==> config.mk <==
export PLATFORM = sky130hd
export DESIGN_NAME = tmds_video_encoder
export DESIGN_NICKNAME = d
export VERILOG_FILES = /design/src/rtl/tmds_pkg.sv /design/src/rtl/tmds_channel_encoder.sv /design/src/rtl/tmds_video_encoder.sv
export SDC_FILE = /design/constraint.sdc
export NUM_CORES = 1
export LEC_CHECK = 0
export CORE_ASPECT_RATIO = 1.5
export CORE_MARGIN = 2
export CORE_UTILIZATION = 54
export CTS_BUF_LIST = sky130_fd_sc_hd__clkbuf_2 sky130_fd_sc_hd__clkbuf_4 sky130_fd_sc_hd__clkbuf_8
export CTS_CLUSTER_DIAMETER = 120
export CTS_CLUSTER_SIZE = 10
export DETAILED_ROUTE_END_ITERATION = 12
export GPL_TIMING_DRIVEN = 0
export MAX_ROUTING_LAYER = met4
export PLACE_DENSITY = 0.76
export RECOVER_POWER = 50
export SYNTH_ARGS = -nofsm -noshare
export SYNTH_HDL_FRONTEND = slang
export SYNTH_SLANG_ARGS = --single-unit
export TNS_END_PERCENT = 10
==> constraint.sdc <==
create_clock -name clock -period 8.1 [get_ports clock]
set_clock_uncertainty 0.1 [all_clocks]
set_input_delay 1.215 -clock clock [delete_from_list [all_inputs] [get_ports clock]]
set_output_delay 1.215 -clock clock [all_outputs]
set_load 0.005 [all_outputs]
==> src/rtl/tmds_pkg.sv <==
// Shared types, control tokens and helpers for the TMDS video encoder.
package tmds_pkg;

    localparam int unsigned DATA_W = 8;
    localparam int unsigned SYM_W  = 10;
    localparam int unsigned CNT_W  = 5;
    localparam int unsigned N1_W   = 4;
    localparam int unsigned RGB_W  = 24;

    typedef logic [SYM_W-1:0]        tmds_symbol_t;
    typedef logic signed [CNT_W-1:0] tmds_disparity_t;

    // One pixel-clock worth of generator input after the optional sync inversion
    typedef struct packed {
        logic             de;
        logic             vsync;
        logic             hsync;
        logic [RGB_W-1:0] rgb;
    } video_in_t;

    localparam tmds_symbol_t CTRL_TOKEN_00 = 10'b1101010100;
    localparam tmds_symbol_t CTRL_TOKEN_01 = 10'b0010101011;
    localparam tmds_symbol_t CTRL_TOKEN_10 = 10'b0101010100;
    localparam tmds_symbol_t CTRL_TOKEN_11 = 10'b1010101011;

    // Population count of one data byte
    function automatic logic [N1_W-1:0] count_ones8(input logic [DATA_W-1:0] v);
        logic [N1_W-1:0] s;
        s = '0;
        for (int i = 0; i < int'(DATA_W); i++) begin
            s = s + N1_W'(v[i]);
        end
        return s;
    endfunction

endpackage

==> src/rtl/tmds_channel_encoder.sv <==
// One TMDS lane: stage 1 transition minimisation, stage 2 DC balance / control tokens.
module tmds_channel_encoder
    import tmds_pkg::*;
(
    input  logic              clock,
    input  logic              reset,
    input  logic [DATA_W-1:0] d,
    input  logic              de,
    input  logic              c0,
    input  logic              c1,
    output tmds_symbol_t      symbol
);

    localparam tmds_disparity_t ZERO  = tmds_disparity_t'(0);
    localparam tmds_disparity_t TWO   = tmds_disparity_t'(2);
    localparam tmds_disparity_t WORD8 = tmds_disparity_t'(DATA_W);

    logic [N1_W-1:0]   n1d_c;
    logic              use_xnor_c;
    logic [DATA_W:0]   q_m_c;

    logic [DATA_W:0]   q_m_q;
    logic [N1_W-1:0]   n1_q;
    logic              de_q;
    logic [1:0]        ctrl_q;

    tmds_disparity_t   cnt_q;
    tmds_disparity_t   cnt_c;
    tmds_disparity_t   n1_s;
    tmds_disparity_t   n0_s;
    tmds_disparity_t   diff_s;
    tmds_symbol_t      sym_c;
    logic              q8;
    logic [DATA_W-1:0] q_lo;

    // Stage 1 combinational: choose XOR or XNOR chain to minimise transitions
    always_comb begin
        n1d_c      = count_ones8(d);
        use_xnor_c = (n1d_c > N1_W'(4)) || ((n1d_c == N1_W'(4)) && !d[0]);
        q_m_c      = '0;
        q_m_c[0]   = d[0];
        for (int i = 1; i < int'(DATA_W); i++) begin
            q_m_c[i] = use_xnor_c ? ~(q_m_c[i-1] ^ d[i]) : (q_m_c[i-1] ^ d[i]);
        end
        q_m_c[DATA_W] = ~use_xnor_c;
    end

    // Stage 1 register: q_m, its ones count and the aligned de/ctrl
    always_ff @(posedge clock) begin
        if (reset) begin
            q_m_q  <= '0;
            n1_q   <= '0;
            de_q   <= 1'b0;
            ctrl_q <= 2'b00;
        end else begin
            q_m_q  <= q_m_c;
            n1_q   <= count_ones8(q_m_c[DATA_W-1:0]);
            de_q   <= de;
            ctrl_q <= {c1, c0};
        end
    end

    // Stage 2 combinational: DC balancing against the running disparity
    always_comb begin
        sym_c  = CTRL_TOKEN_00;
        cnt_c  = cnt_q;
        q8     = q_m_q[DATA_W];
        q_lo   = q_m_q[DATA_W-1:0];
        n1_s   = tmds_disparity_t'({1'b0, n1_q});
        n0_s   = WORD8 - n1_s;
        diff_s = n1_s - n0_s;
        if (!de_q) begin
            case (ctrl_q)
                2'b00: sym_c = CTRL_TOKEN_00;
                2'b01: sym_c = CTRL_TOKEN_01;
                2'b10: sym_c = CTRL_TOKEN_10;
                2'b11: sym_c = CTRL_TOKEN_11;
                default: sym_c = CTRL_TOKEN_00;
            endcase
            cnt_c = ZERO;
        end else if ((cnt_q == ZERO) || (n1_s == n0_s)) begin
            sym_c = {~q8, q8, (q8 ? q_lo : ~q_lo)};
            cnt_c = q8 ? (cnt_q + diff_s) : (cnt_q - diff_s);
        end else if (((cnt_q > ZERO) && (n1_s > n0_s)) ||
                     ((cnt_q < ZERO) && (n0_s > n1_s))) begin
            sym_c = {1'b1, q8, ~q_lo};
            cnt_c = cnt_q - diff_s + (q8 ? TWO : ZERO);
        end else begin
            sym_c = {1'b0, q8, q_lo};
            cnt_c = cnt_q + diff_s - (q8 ? ZERO : TWO);
        end
    end

    // Stage 2 register: output symbol and running disparity
    always_ff @(posedge clock) begin
        if (reset) begin
            symbol <= CTRL_TOKEN_00;
            cnt_q  <= ZERO;
        end else begin
            symbol <= sym_c;
            cnt_q  <= cnt_c;
        end
    end

endmodule

==> src/rtl/tmds_video_encoder.sv <==
// DVI TMDS encoder top: splits RGB into three lanes, applies optional sync inversion.
// Build option: define TMDS_INPUT_REG_EN to add an input register stage (latency 3 instead of 2).
module tmds_video_encoder
    import tmds_pkg::*;
#(
    parameter bit HSYNC_INVERT = 1'b0,
    parameter bit VSYNC_INVERT = 1'b0
) (
    input  logic             clock,
    input  logic             reset,
    input  logic [RGB_W-1:0] video_data,
    input  logic             video_de,
    input  logic             video_hsync,
    input  logic             video_vsync,
    output tmds_symbol_t     tmds_ch0,
    output tmds_symbol_t     tmds_ch1,
    output tmds_symbol_t     tmds_ch2
);

    video_in_t raw_c;
    video_in_t enc_in;

    // Bundle the inputs; sync polarity is fixed here so the register resets to token 00
    always_comb begin
        raw_c.de    = video_de;
        raw_c.hsync = video_hsync ^ HSYNC_INVERT;
        raw_c.vsync = video_vsync ^ VSYNC_INVERT;
        raw_c.rgb   = video_data;
    end

`ifdef TMDS_INPUT_REG_EN
    video_in_t in_q;

    // Optional input capture stage to relax timing from the pattern generator
    always_ff @(posedge clock) begin
        if (reset) begin
            in_q <= '0;
        end else begin
            in_q <= raw_c;
        end
    end

    assign enc_in = in_q;
`else
    assign enc_in = raw_c;
`endif

    tmds_channel_encoder u_ch0 (
        .clock  (clock),
        .reset  (reset),
        .d      (enc_in.rgb[7:0]),
        .de     (enc_in.de),
        .c0     (enc_in.hsync),
        .c1     (enc_in.vsync),
        .symbol (tmds_ch0)
    );

    tmds_channel_encoder u_ch1 (
        .clock  (clock),
        .reset  (reset),
        .d      (enc_in.rgb[15:8]),
        .de     (enc_in.de),
        .c0     (1'b0),
        .c1     (1'b0),
        .symbol (tmds_ch1)
    );

    tmds_channel_encoder u_ch2 (
        .clock  (clock),
        .reset  (reset),
        .d      (enc_in.rgb[23:16]),
        .de     (enc_in.de),
        .c0     (1'b0),
        .c1     (1'b0),
        .symbol (tmds_ch2)
    );

endmodule

==> flow_summary.ini, run 1 <==
[status]
status = completed

[cells_and_area]
drive_above_1_share_pct = 5.31
final_util_pct = 63.1
area_growth_pct = 15.1
antenna_cells = 0
fillCellCount = 935
finish.net_count = 840

[global_routing]
globalRouteTotalUtil_pct = 22.3
grt_pass1_vias = 4611
grt_remaining_overflow = 0
grt_first_pass_wirelength_mm = 20.8
antenna_found_initial = 0
grt_start_max_net_pins = 16

[timing]
setup_tns_ps = 0
hold_viol_final = 0
setup_viol = 0
max_freq_mhz = 137
period_minus_slack_ps = 7290
drv_slew = 0
relSlewSlack_pct = 26.0
holdWs_ps = 371
period_share_pct = 90.0
worstMarginPinSlew_ps = 1080
rsz0062_at_grt = false

[logic_synthesis]
synth_nets = 772
synthDistinctLibCells = 59
synth_edf_count = 0
synth_top_area_cell = dfxtp_1
synth_area_leaders = dfxtp_1 29%, ha_1 15%, fa_1 9.0%, xnor2_1 6.3%, xor2_1 6.0%
synth_common_cells = 90 x inv_1, 87 x dfxtp_1, 73 x ha_1
yosysWarnings = 0
synth_top_cell_area_share_pct = 29.1
async_flop_share_pct = 0
ys.flop_type = dfxtp_1
synthCells = 643
yosysSeqAreaShare_pct = 29.1
synth.avg_cell_area_sq_um = 9.32
synth_most_common_cell = inv_1
synth_seq_cells = 87
synthesis.area_sq_mm = 0.00599

[worst_hold_path]
worstHoldPathCells = 2
hold_path.class = register to register
holdCritStartpoint = u_ch1.q_m_q[2]

[worst_setup_path]
worstPathArrival_ps = 7440
reg2reg_from = u_ch1.n1_q[1]
path_class = input port to register
r2r_cells = 15
crit_path_end_kind = register
cp-startpoint = video_data[16]
r2r_end = u_ch1.cnt_q[4]
required_ps = 8240
start_kind = input port
endpoint = u_ch2.n1_q[2]
reg2reg_slack_ps = 4370
critPathMaxFanout = 4

[drt]
routed_wl_mm = 11.9
drc = 0
wl_per_cell_microns = 13.8
ant_nets = 0
via_per_inst = 5.04
dr.first_iter.drc_count = 193
dr.pass1.iters = 4
dr_total_vias = 4348

[run]
cap_violations = 0

[clocking]
cts.sinks = 87
root_buffer = clkbuf_8
clk_pin_slew_ps = 80
clockBufferDepth = 2
cts_hold_buf = 0
numCtsBuffers = 9
clock_latency_ps = 370
cts_tree = built
ctsResizeCount = 0
post_cts_buffers = 0
cts_htree_levels = 3

[floorplan]
die_w_microns = 90.0
core_sq_mm = 0.0109
fp.dieH_microns = 133
start_util_pct = 54.8
rows = 47
die_area_sq_mm = 0.0120
io_pins = 59

[placement]
hpwl_mm = 9.80
io_buffer_count = 57
place_congestion = 0.904
[metrics by stage]
step,area [sq um],cells,worst slack (ps)
finish,6900,863,806
global route,6900,863,491
CTS,6930,863,930
detailed placement,6750,847,544
global placement,6750,847,571
floorplan,5990,643,1430
[kinds of logic (layout without fill, tap and decap cells)]
kind of cell	Yosys count	in the layout	synth area share (%)
AND/OR/NAND/NOR	157	157	13.0
buffers and inverters	106	179	6.78
adder cells (fa/ha/maj)	100	100	24.3
AO/OA/AOI/OAI	90	90	10.9
XOR/XNOR	87	87	13.1
flip-flops	87	87	29.1
multiplexers	16	16	2.90
[placed cells by master (no fill, tap or decap), types with 2 or more instances in the layout]
cell type        count
o21ba_2              2
nor3_1               2
clkdlybuf4s50_1     24
and2_1               2
a211oi_1            16
or2_1                2
or3_1                3
mux2i_1             15
nor3b_1              7
clkinv_4             2
xor2_1              41
nand2_1             29
or4_1                4
and2_0               3
nor2_1              60
clkinvlp_4           2
fa_1                27
nor2b_1             22
o21ai_0             16
dlygate4sd3_1       33
ha_1                73
clkbuf_1            11
nor2_2               6
a21oi_1             20
nand2b_1             6
a21o_1               6
xnor2_1             44
nand3_1              5
dfxtp_1             87
and4_1               2
clkbuf_8             9
a31oi_1              2
o211ai_1             5
inv_1               90
o21bai_1             5
[sequential cells by signal, summed over array words and instances (netlist names)]
name,count
u_ch0.symbol,10
u_ch1.symbol,10
u_ch2.symbol,10
u_ch0.q_m_q,9
u_ch1.q_m_q,9
u_ch2.q_m_q,9
u_ch0.cnt_q,5
u_ch1.cnt_q,5
u_ch2.cnt_q,5
u_ch0.n1_q,4
u_ch1.n1_q,4
u_ch2.n1_q,4
u_ch0.ctrl_q,2
u_ch1.de_q,1
[how the worst min path moves through the flow]
stage	slack (ps)	to
after detailed placement	350	u_ch1.cnt_q[0]
final	370	u_ch1.symbol[2]
after CTS	370	u_ch1.cnt_q[0]
after floorplan	320	u_ch0.cnt_q[0]
after global routing	390	u_ch1.symbol[4]
after global placement	340	u_ch1.cnt_q[0]
[cell type report]
cell class	instances	area (sq um)	share of cell area (%)
Clock inverter	6	46.3	0.671
Buffer	14	61.3	0.888
Multi-Input combinational cell	450	3820	55.4
Inverter	92	345	5.00
Sequential cell	87	1740	25.2
Tap cell	147	184	2.67
Clock buffer	10	131	1.90
Timing Repair Buffer	57	571	8.27
[worst max-delay path, stage by stage]
cell	delay, ps
dlygate4sd3_1	620
ha_1	370
inv_1	70
fa_1	450
fa_1	490
inv_1	50
fa_1	390
fa_1	440
nor3b_1	240
o21ai_0	110
a21oi_1	440
xnor2_1	160
ha_1	290
inv_1	50
fa_1	490
inv_1	60
fa_1	480
fa_1	410
fa_1	390
xnor2_1	170
nor2_1	50
[per-layer routing]
metal	part of all wire, %	global-route usage, %	routed length, microns
met5	0	-	0
met4	2.9	11.0	345
met3	3.1	2.90	373
met2	55	41.5	6530
met1	39	22.7	4700
Power of run 1 is left out: the tool's default activity adds up to more than one toggle a clock period on the data nets, which glitch-free logic cannot reach.
==> inputs of run 2 (changes only) <==
--- a/config.mk
+++ b/config.mk
@@ -7,14 +7,15 @@
 export LEC_CHECK = 0
 export CORE_ASPECT_RATIO = 1.5
 export CORE_MARGIN = 2
-export CORE_UTILIZATION = 54
+export CORE_UTILIZATION = 38
 export CTS_BUF_LIST = sky130_fd_sc_hd__clkbuf_2 sky130_fd_sc_hd__clkbuf_4 sky130_fd_sc_hd__clkbuf_8
 export CTS_CLUSTER_DIAMETER = 120
 export CTS_CLUSTER_SIZE = 10
 export DETAILED_ROUTE_END_ITERATION = 12
 export GPL_TIMING_DRIVEN = 0
+export HOLD_SLACK_MARGIN = 0.05
 export MAX_ROUTING_LAYER = met4
-export PLACE_DENSITY = 0.76
+export PLACE_DENSITY = 0.57
 export RECOVER_POWER = 50
 export SYNTH_ARGS = -nofsm -noshare
 export SYNTH_HDL_FRONTEND = slang
==> flow_summary.ini, run 2 (synthesis results as in run 1) <==
[floorplan]
start_util_pct = 38.5
rows = 56
die_area_sq_mm = 0.0168
core_sq_mm = 0.0156
fp.dieH_microns = 158
io_pins = 59
die_w_microns = 107

[drt]
ant_nets = 0
dr.first_iter.drc_count = 90
via_per_inst = 4.75
dr_total_vias = 4362
routed_wl_mm = 12.3
drc = 0
wl_per_cell_microns = 13.4
dr.pass1.iters = 4

[cells_and_area]
finish.net_count = 840
final_cell_mix = 90 x inv_1, 87 x dfxtp_1, 73 x ha_1
top_regs = u_ch0.symbol: 10 flops, u_ch1.symbol: 10 flops, u_ch2.symbol: 10 flops
mostFrequentLayoutCell = inv_1
fillCellCount = 1564
antenna_cells = 0
drive_above_1_share_pct = 4.90
area_growth_pct = 16.5

[run]
cap_violations = 0

[timing]
drv_slew = 0
hold_viol_final = 0
rsz0062_at_grt = false
setup_tns_ps = 0
period_share_pct = 91.5
max_freq_mhz = 135
relSlewSlack_pct = 24.8
worstMarginPinSlew_ps = 1100
period_minus_slack_ps = 7410
setup_viol = 0
fin_ws_ps = 689

[clocking]
ctsResizeCount = 0
post_cts_buffers = 0
cts_tree = built
clk_pin_slew_ps = 80
numCtsBuffers = 9
cts_hold_buf = 0
cts.sinks = 87
clock_latency_ps = 360
root_buffer = clkbuf_8
clockBufferDepth = 2
cts_htree_levels = 3

[global_routing]
met3_usage_pct = 2.31
busiest_layer = met2
grt_pass1_vias = 4611
grtUsageMet2_pct = 30.2
globalRouteTotalUtil_pct = 16.3
grt_first_pass_wirelength_mm = 21.0
grt_start_max_net_pins = 14
grt_remaining_overflow = 0
grt_use_met1_pct = 17.3
antenna_found_initial = 0

[worst_setup_path]
max_stage_delay_ps = 610
start_kind = input port
r2r_cells = 15
required_ps = 8240
critPathMaxFanout = 4
crit_path_frequent_cell = fa_1
path_cells = dlygate4sd3_1, ha_1, inv_1, fa_1, fa_1, inv_1, fa_1, fa_1, nor3b_1, o21ai_0, a21oi_1, xnor2_1, ha_1, inv_1, fa_1, inv_1, fa_1, fa_1, fa_1, xnor2_1, nor2_1
cp_slowest_cell = dlygate4sd3_1
worstPathArrival_ps = 7550
path_class = input port to register
crit_path_end_kind = register

[placement]
io_buffer_count = 57
hpwl_mm = 10.1
place_congestion = 0.877
dp_slack_ps = 392

[status]
status = completed

[worst_hold_path]
hold_path.class = register to register
worstHoldPathCells = 1
-- run 2: path summary, 6_finish.rpt --
path	from	end	slack [ps]
max reg2reg	u_ch1.n1_q[1]	u_ch1.cnt_q[4]	4430
min reg2reg	u_ch2.cnt_q[0]	u_ch2.cnt_q[0]	370
min	u_ch2.cnt_q[0]	u_ch2.cnt_q[0]	370
max	video_data[16]	u_ch2.n1_q[2]	690
-- run 2: final cells by class --
type                       count  area [sq um]  share of cell area [%]
timing repair buffer          57           571                    8.17
inverter                      92           345                    4.94
clock inverter                 3          42.5                   0.609
buffer                        14          61.3                   0.878
sequential                    87          1740                    24.9
tap                          203           254                    3.64
multi-input combinational    450          3810                    54.6
clock buffer                  12           159                    2.27
-- run 2: critical path: cells and delay by family --
kind                       cells  cell delay (ps)
and+or+nand+nor                2              310
AOI/OAI and AO/OA              2              600
buffers and inverters          5              840
adders and majority gates     10             4270
xor gates and xnor gates       2              320
-- run 2: stage by stage --
step / utilization [%] / instances / hold slack, ps / instance area, sq um
finish: 44.9 / 918 / 369 / 6990
CTS: 45.1 / 918 / 376 / 7020
floorplan: - / 643 / 321 / 5990
detailed placement: 43.8 / 903 / 352 / 6820
global route: 44.9 / 918 / 392 / 6990
global placement: 43.8 / 903 / 356 / 6820
-- run 2: routing by layer --
metal / up-vias / wire length [microns]
met1: 2050 / 5040
met3: 28 / 339
met2: 74 / 6600
met5: - / 0
met4: 0 / 340
li1: 2210 / -
Power of run 2 is left out for the same reason.
